==> config.mk <==
export PLATFORM = sky130hd
export DESIGN_NAME = display_scheduler_flat
export DESIGN_NICKNAME = d
export VERILOG_FILES = /design/src/rtl/display_scheduler_if.sv /design/src/rtl/display_scheduler.sv /design/src/flat_wrapper.sv
export SDC_FILE = /design/constraint.sdc
export NUM_CORES = 1
export LEC_CHECK = 0
export ABC_AREA = 1
export CAP_MARGIN = 15
export CORE_MARGIN = 2
export CORE_UTILIZATION = 53
export CTS_CLUSTER_SIZE = 10
export DETAILED_ROUTE_END_ITERATION = 12
export GPL_TIMING_DRIVEN = 0
export PLACE_DENSITY = 0.8
export SLEW_MARGIN = 20
export SYNTH_ARGS = -nofsm -noshare
export SYNTH_HDL_FRONTEND = slang
export SYNTH_SLANG_ARGS = --single-unit
==> constraint.sdc <==
create_clock -name clk -period 1.9 [get_ports clk]
set_input_delay 0.57 -clock clk [delete_from_list [all_inputs] [get_ports clk]]
set_output_delay 0.57 -clock clk [all_outputs]
set_load 0.005 [all_outputs]
==> src/rtl/display_scheduler_if.sv <==
// display_scheduler_if: content inputs, message handshake and scan drive of the display scheduler
interface display_scheduler_if;
    logic [19:0] base_bin;
    logic [19:0] msg_bin;
    logic        msg_req;
    logic [3:0]  blank_mask;
    logic        msg_ack;
    logic [3:0]  AN;
    logic [4:0]  digit_code;
    logic [1:0]  digit_sel;
    logic        showing_msg;
    modport master (
        output base_bin, msg_bin, msg_req, blank_mask,
        input  msg_ack, AN, digit_code, digit_sel, showing_msg
    );
    modport slave (
        input  base_bin, msg_bin, msg_req, blank_mask,
        output msg_ack, AN, digit_code, digit_sel, showing_msg
    );
endinterface

==> src/rtl/display_scheduler.sv <==
// display_scheduler: 4-digit scan controller arbitrating background value against timed messages
module display_scheduler #(
    parameter int SCAN_DIV    = 40000,
    parameter int HOLD_FRAMES = 500
) (
    input logic clk,
    input logic rst,
    display_scheduler_if.slave bus
);
    localparam int PW = $clog2(SCAN_DIV);
    localparam int FW = (HOLD_FRAMES > 1) ? $clog2(HOLD_FRAMES) : 1;
    typedef enum logic [1:0] {BASE, PEND, MSG} state_t;
    state_t state, state_nx;
    logic [PW-1:0] pre;
    logic [1:0] idx;
    logic [FW-1:0] frame_cnt, frame_nx;
    logic [19:0] msg_reg, src;
    logic tick, boundary, accept, last_frame;
    assign tick = pre == PW'(SCAN_DIV - 1);
    assign boundary = tick && idx == 2'd3;
    assign accept = bus.msg_req && !bus.msg_ack;
    assign last_frame = frame_cnt == FW'(HOLD_FRAMES - 1);
    assign src = state == MSG ? msg_reg : bus.base_bin;
    // a new accept in MSG restarts the hold and outranks an expiring boundary
    always_comb begin
        state_nx = state;
        frame_nx = frame_cnt;
        case (state)
            BASE: state_nx = accept ? PEND : BASE;
            PEND: begin
                state_nx = boundary ? MSG : PEND;
                frame_nx = '0;
            end
            MSG: begin
                state_nx = (!accept && boundary && last_frame) ? BASE : MSG;
                frame_nx = accept ? '0 : !boundary ? frame_cnt : last_frame ? '0 : frame_cnt + 1'b1;
            end
            default: state_nx = BASE;
        endcase
    end
    always_ff @(posedge clk or negedge rst) begin
        if (!rst) begin
            pre             <= '0;
            idx             <= '0;
            frame_cnt       <= '0;
            state           <= BASE;
            msg_reg         <= '0;
            bus.msg_ack     <= 1'b0;
            bus.AN          <= 4'hf;
            bus.digit_code  <= '0;
            bus.digit_sel   <= '0;
            bus.showing_msg <= 1'b0;
        end else begin
            pre             <= tick ? '0 : pre + 1'b1;
            state           <= state_nx;
            frame_cnt       <= frame_nx;
            bus.msg_ack     <= accept;
            bus.showing_msg <= state_nx == MSG;
            if (accept) msg_reg <= bus.msg_bin;
            if (tick) begin
                idx            <= idx + 1'b1;
                bus.AN         <= ~(4'b0001 << idx) | bus.blank_mask;
                bus.digit_sel  <= idx;
                bus.digit_code <= bus.blank_mask[idx] ? 5'd0 : src[idx*5 +: 5];
            end
        end
    end
endmodule

==> src/flat_wrapper.sv <==
// flat-port wrapper written by rule: the top's interface ports become plain ports
module display_scheduler_flat 
#(
    parameter int SCAN_DIV    = 40000,
    parameter int HOLD_FRAMES = 500
)
  (clk, rst, bus_base_bin, bus_msg_bin, bus_msg_req, bus_blank_mask, bus_msg_ack, bus_AN, bus_digit_code, bus_digit_sel, bus_showing_msg);
  display_scheduler_if bus_i ();
  input logic clk;
  input logic rst;
  input wire logic [$bits(bus_i.base_bin)-1:0] bus_base_bin;
  input wire logic [$bits(bus_i.msg_bin)-1:0] bus_msg_bin;
  input wire logic [$bits(bus_i.msg_req)-1:0] bus_msg_req;
  input wire logic [$bits(bus_i.blank_mask)-1:0] bus_blank_mask;
  output wire logic [$bits(bus_i.msg_ack)-1:0] bus_msg_ack;
  output wire logic [$bits(bus_i.AN)-1:0] bus_AN;
  output wire logic [$bits(bus_i.digit_code)-1:0] bus_digit_code;
  output wire logic [$bits(bus_i.digit_sel)-1:0] bus_digit_sel;
  output wire logic [$bits(bus_i.showing_msg)-1:0] bus_showing_msg;
  assign bus_i.base_bin = bus_base_bin;
  assign bus_i.msg_bin = bus_msg_bin;
  assign bus_i.msg_req = bus_msg_req;
  assign bus_i.blank_mask = bus_blank_mask;
  assign bus_msg_ack = bus_i.msg_ack;
  assign bus_AN = bus_i.AN;
  assign bus_digit_code = bus_i.digit_code;
  assign bus_digit_sel = bus_i.digit_sel;
  assign bus_showing_msg = bus_i.showing_msg;
  display_scheduler #(.SCAN_DIV(SCAN_DIV), .HOLD_FRAMES(HOLD_FRAMES)) u_core (.clk(clk), .rst(rst), .bus(bus_i));
endmodule
==> impl.org <==
** Status
- Outcome :: finished clean

** Global route
- Global routing finished with a remaining overflow of 0.
- In the global route stage, met2 resource usage came out at 41.5%.
- Via count of the first global-routing pass :: roughly 3.1k
- The number of antenna violations at the first check in global routing is 0.
- The first global-routing pass estimated between 10000 and 15000 µm of wire.
- Largest net degree at the start of global routing :: 50
- Global routing consumed, on the met3 layer, 3.96% of the routing resources.
- Total routing resource utilization after global routing :: 25.0%
- The global routing stage identified its most utilized layer as met2.
- Global routing used between 30% and 40% of the available met1 tracks.

** Critical path
- Critical path data required time :: ~1300 ps
- The worst register-to-register path begins at u_core.state[0]$_DFF_PN0_.
- STA classifies the critical path startpoint as a flip-flop.
- Counting cells, the worst reg-to-reg path comes to 9.
- The setup check on the worst reg-to-reg path leaves a slack of 90 ps.
- Maximum fanout along the worst path :: 2
- Slowest cell on the critical path :: sky130_fd_sc_hd__clkdlybuf4s50_1
- Max stage delay on crit path :: 510 ps
- The critical path in this run is classified as reg -> out.
- The worst setup path is captured at a primary output.
- In this design, the largest share of critical-path delay is due to buffers and inverters.
- Endpoint of the worst register-to-register path :: u_core.bus.digit_code[1]$_DFFE_PN0N_
- For the worst setup path, the data arrival time is 1250 ps.
- Counting both buffers and inverters, the worst setup path holds a total of 1.
- Walking the worst path, the cells encountered are clkdlybuf4s50_1.

** Timing
- Final period util :: 95.9%
- For the final routed database, the setup TNS stands at 0 ps.
- Setup clock skew after layout :: approximately 6 ps
- RSZ-0062 raised after global routing :: no
- Across all hold checks on the routed design, the worst slack comes to 72.5 ps.
- Endpoints failing hold :: 0
- Transition time of the tightest slew-check pin :: 463 ps
- In this run the tightest slew margin relative to its limit is 69.1%.
- Derived from the worst setup path, the maximum achievable clock frequency is approximately 550 MHz.
- The max-slew violation total from the final report is 0.
- Final setup vio count :: 0
- After layout, the minimum clock period comes to ~1800 ps.

** Power and ir drop
- Maximum resistive drop on vdd :: 0.000532 V
- Net load switching power :: 0.682 mW
- Fraction of power spent switching nets :: between 20% and 30%
- Leak Pwr :: 2.05 nW
- Power comes to 2.82 mW.
- Of the total power, the clock network draws approximately two fifths.
- Logic pwr share :: 8.4%
- Sequential power share :: 49.8%
- The internal portion of the total power is approximately 2.1 mW.
- Pwr dens :: ~660 nW/µm²

** Layout
- Antenna diode instance count :: 0
- Cells with a size suffix above 1 make up 13.1% of the layout.
- Cells fill between 60 and 70% of the core in the end.
- Storage cell area :: 1560 µm²
- The multi-input combinational cells in the finished layout cover a total of between 1500 and 2000 µm².
- After the flow finishes, the layout carries non-filler instances totaling 579.
- Area added between synthesis and finish :: 27.3%
- The register with the most flip-flops in the layout has 20 of them.
- Counting the fill cells in the layout gives 533.
- Post-layout nets :: 554

** Clock network
- # hold bufs at CTS :: 0
- Max H-tree Level :: 3
- After clock tree synthesis, the setup repair step added 0 buffers.
- Counting every sink on the clock net gives 62.
- The longest clock path from root to sink contains 2 buffers.
- The later pin in the worst-skew pair is clocked with a latency of 350 ps.
- CTS placed an instance of sky130_fd_sc_hd__clkbuf_8 at the clock tree root.
- Clk slew on worst S/H paths :: ~70 ps
- TritonCTS built the clock tree.
- CTS Buf Count :: 9
- In this run, post-CTS repair resized a total of 7 instances.

** Logic synthesis
- Most frequently used cell type in the post-synthesis netlist :: sky130_fd_sc_hd__nand2_1
- Count of mapped cells out of synthesis :: 426
- By count the netlist is led by sky130_fd_sc_hd__nand2_1, sky130_fd_sc_hd__dfrtp_1, sky130_fd_sc_hd__nor2_1.
- The synthesized design contains 62 register bits.
- Cell taking the most area after synthesis :: sky130_fd_sc_hd__dfrtp_1
- Post-Syn Nets :: between 400 and 500
- Count of synthesis-stage warnings from yosys :: 0
- The top cell type by area accounts for 43.1% of the synthesized area.
- A synthesized cell averages 7.90 µm².
- After synthesis the cells add up to 3370 µm².
- For this run, asynchronously set or reset flops after synthesis account for 100%.
- Number of different library cells in the post-synthesis netlist :: 36
- Synth top area cells :: sky130_fd_sc_hd__dfrtp_1, sky130_fd_sc_hd__nand2_1, sky130_fd_sc_hd__nor2_1
- Among all flip-flop cells after synthesis, the most frequent one is sky130_fd_sc_hd__dfrtp_1.
- Yosys mapped a number of flops with a built-in enable equal to 0.
- After synthesis, flip-flops and latches occupy 46.2% of the total area.

** Die
- The initial utilization of the core area, before any placement, comes to 53.9%.
- Die outline area :: 7010 µm²
- The initialized floorplan defines 29 standard-cell rows.
- Core area :: 6240 µm²
- The die is 83.7 µm tall.
- DIE WIDTH :: 83.7 µm
- IO Count :: 60

** Routing
- The first detailed-routing pass took 5 iterations.
- For this run, design rule violations remaining after detail routing come to 0.
- Using the TritonRoute via totals, the vias-per-cell ratio works out to 5.25.
- Total wire length :: roughly 8000 µm
- Drt first-iter violations :: 176
- Drt wl/cell :: around 14 µm
- Once detail routing completed, the nets flagged for antenna violations numbered 0.
- The routed layout has 3039 vias.

** Placed design
- Final HPWL from detailed placement :: between 5000 and 6000 µm
- At the end of routability-driven placement, the weighted congestion stood at 0.878.
- Number of buffers inserted by port buffering :: 59
- Placed cell count :: 563

** Job
- The tool flagged a number of max-cap violations equal to 0.

** Worst hold path
- The path class of the tightest hold or removal check is in -> async.
## metal layers
layer,part of all wire (%),up-vias
met5,0,-
li1,-,1511
met1,45,1388
met3,5.8,17
met2,48,123
met4,1.7,0
## power by group through the flow
stage	sequential [mW]	combinational [mW]	clock (mW)
final	1.41	0.238	1.18
after global routing	1.41	0.267	1.26
after CTS	1.40	0.238	1.19
after detailed placement	1.43	0.235	0
after global placement	1.43	0.224	0
after floorplan	1.42	0.0790	0
## cells by family after synthesis
family,synth area share (%)
compound gates,10.3
xor+xnor,2.08
fa+ha+maj,3.72
buf+inv,7.77
flops,46.2
simple gates,30.0
## cell usage in the layout, fill, tap and decap left out, drive strengths merged, types with 3 or more instances in the layout
| cell | Yosys | routed |
|---|---|---|
| dlygate4sd2 | 0 | 4 |
| clkinv | 1 | 5 |
| dfrtp | 58 | 58 |
| clkbuf | 7 | 16 |
| a31oi | 3 | 3 |
| nor3b | 3 | 3 |
| dfstp | 4 | 4 |
| clkdlybuf4s50 | 0 | 54 |
| nor3 | 8 | 8 |
| buf | 8 | 11 |
| ha | 10 | 10 |
| xor2 | 6 | 6 |
| inv | 43 | 43 |
| a21oi | 10 | 10 |
| o221ai | 8 | 8 |
| nand3 | 23 | 23 |
| nand4 | 6 | 6 |
| nand2 | 133 | 133 |
| nor2 | 53 | 53 |
| o21ai | 32 | 32 |
## worst max path at each step
stage,start,to,slack (ps),cells after the start
finish,u_core.bus.msg_ack$_DFF_PN0_,bus_msg_ack,80,1
global route,u_core.state[0]$_DFF_PN0_,u_core.bus.digit_code[1]$_DFFE_PN0N_,10,9
CTS,u_core.state[0]$_DFF_PN0_,u_core.bus.digit_code[1]$_DFFE_PN0N_,40,8
detailed placement,bus_msg_req,u_core.msg_reg[11]$_DFFE_PN0P_,-390,7
global placement,rst,u_core.msg_reg[12]$_DFFE_PN0P_,-1760,1
floorplan,u_core.state[0]$_DFF_PN0_,u_core.bus.digit_code[4]$_DFFE_PN0N_,380,9
## cell type report
class                      count  share of cell area [%]
buffer                        15                    2.25
clock buffer                  10                    3.21
clock inverter                 6                    1.43
inverter                      44                    4.00
multi-input combinational    305                    36.3
sequential                    62                    36.3
tap                           77                    2.25
timing repair buffer          60                    14.2
## stage by stage
step	cell area, µm²	worst slack, ps
after floorplan	3370	385
after global placement	4050	-1760
after detailed placement	4080	-388
after CTS	4280	39.7
after global routing	4290	12.9
final	4290	77.6
(Power assumes the default switching activity.)
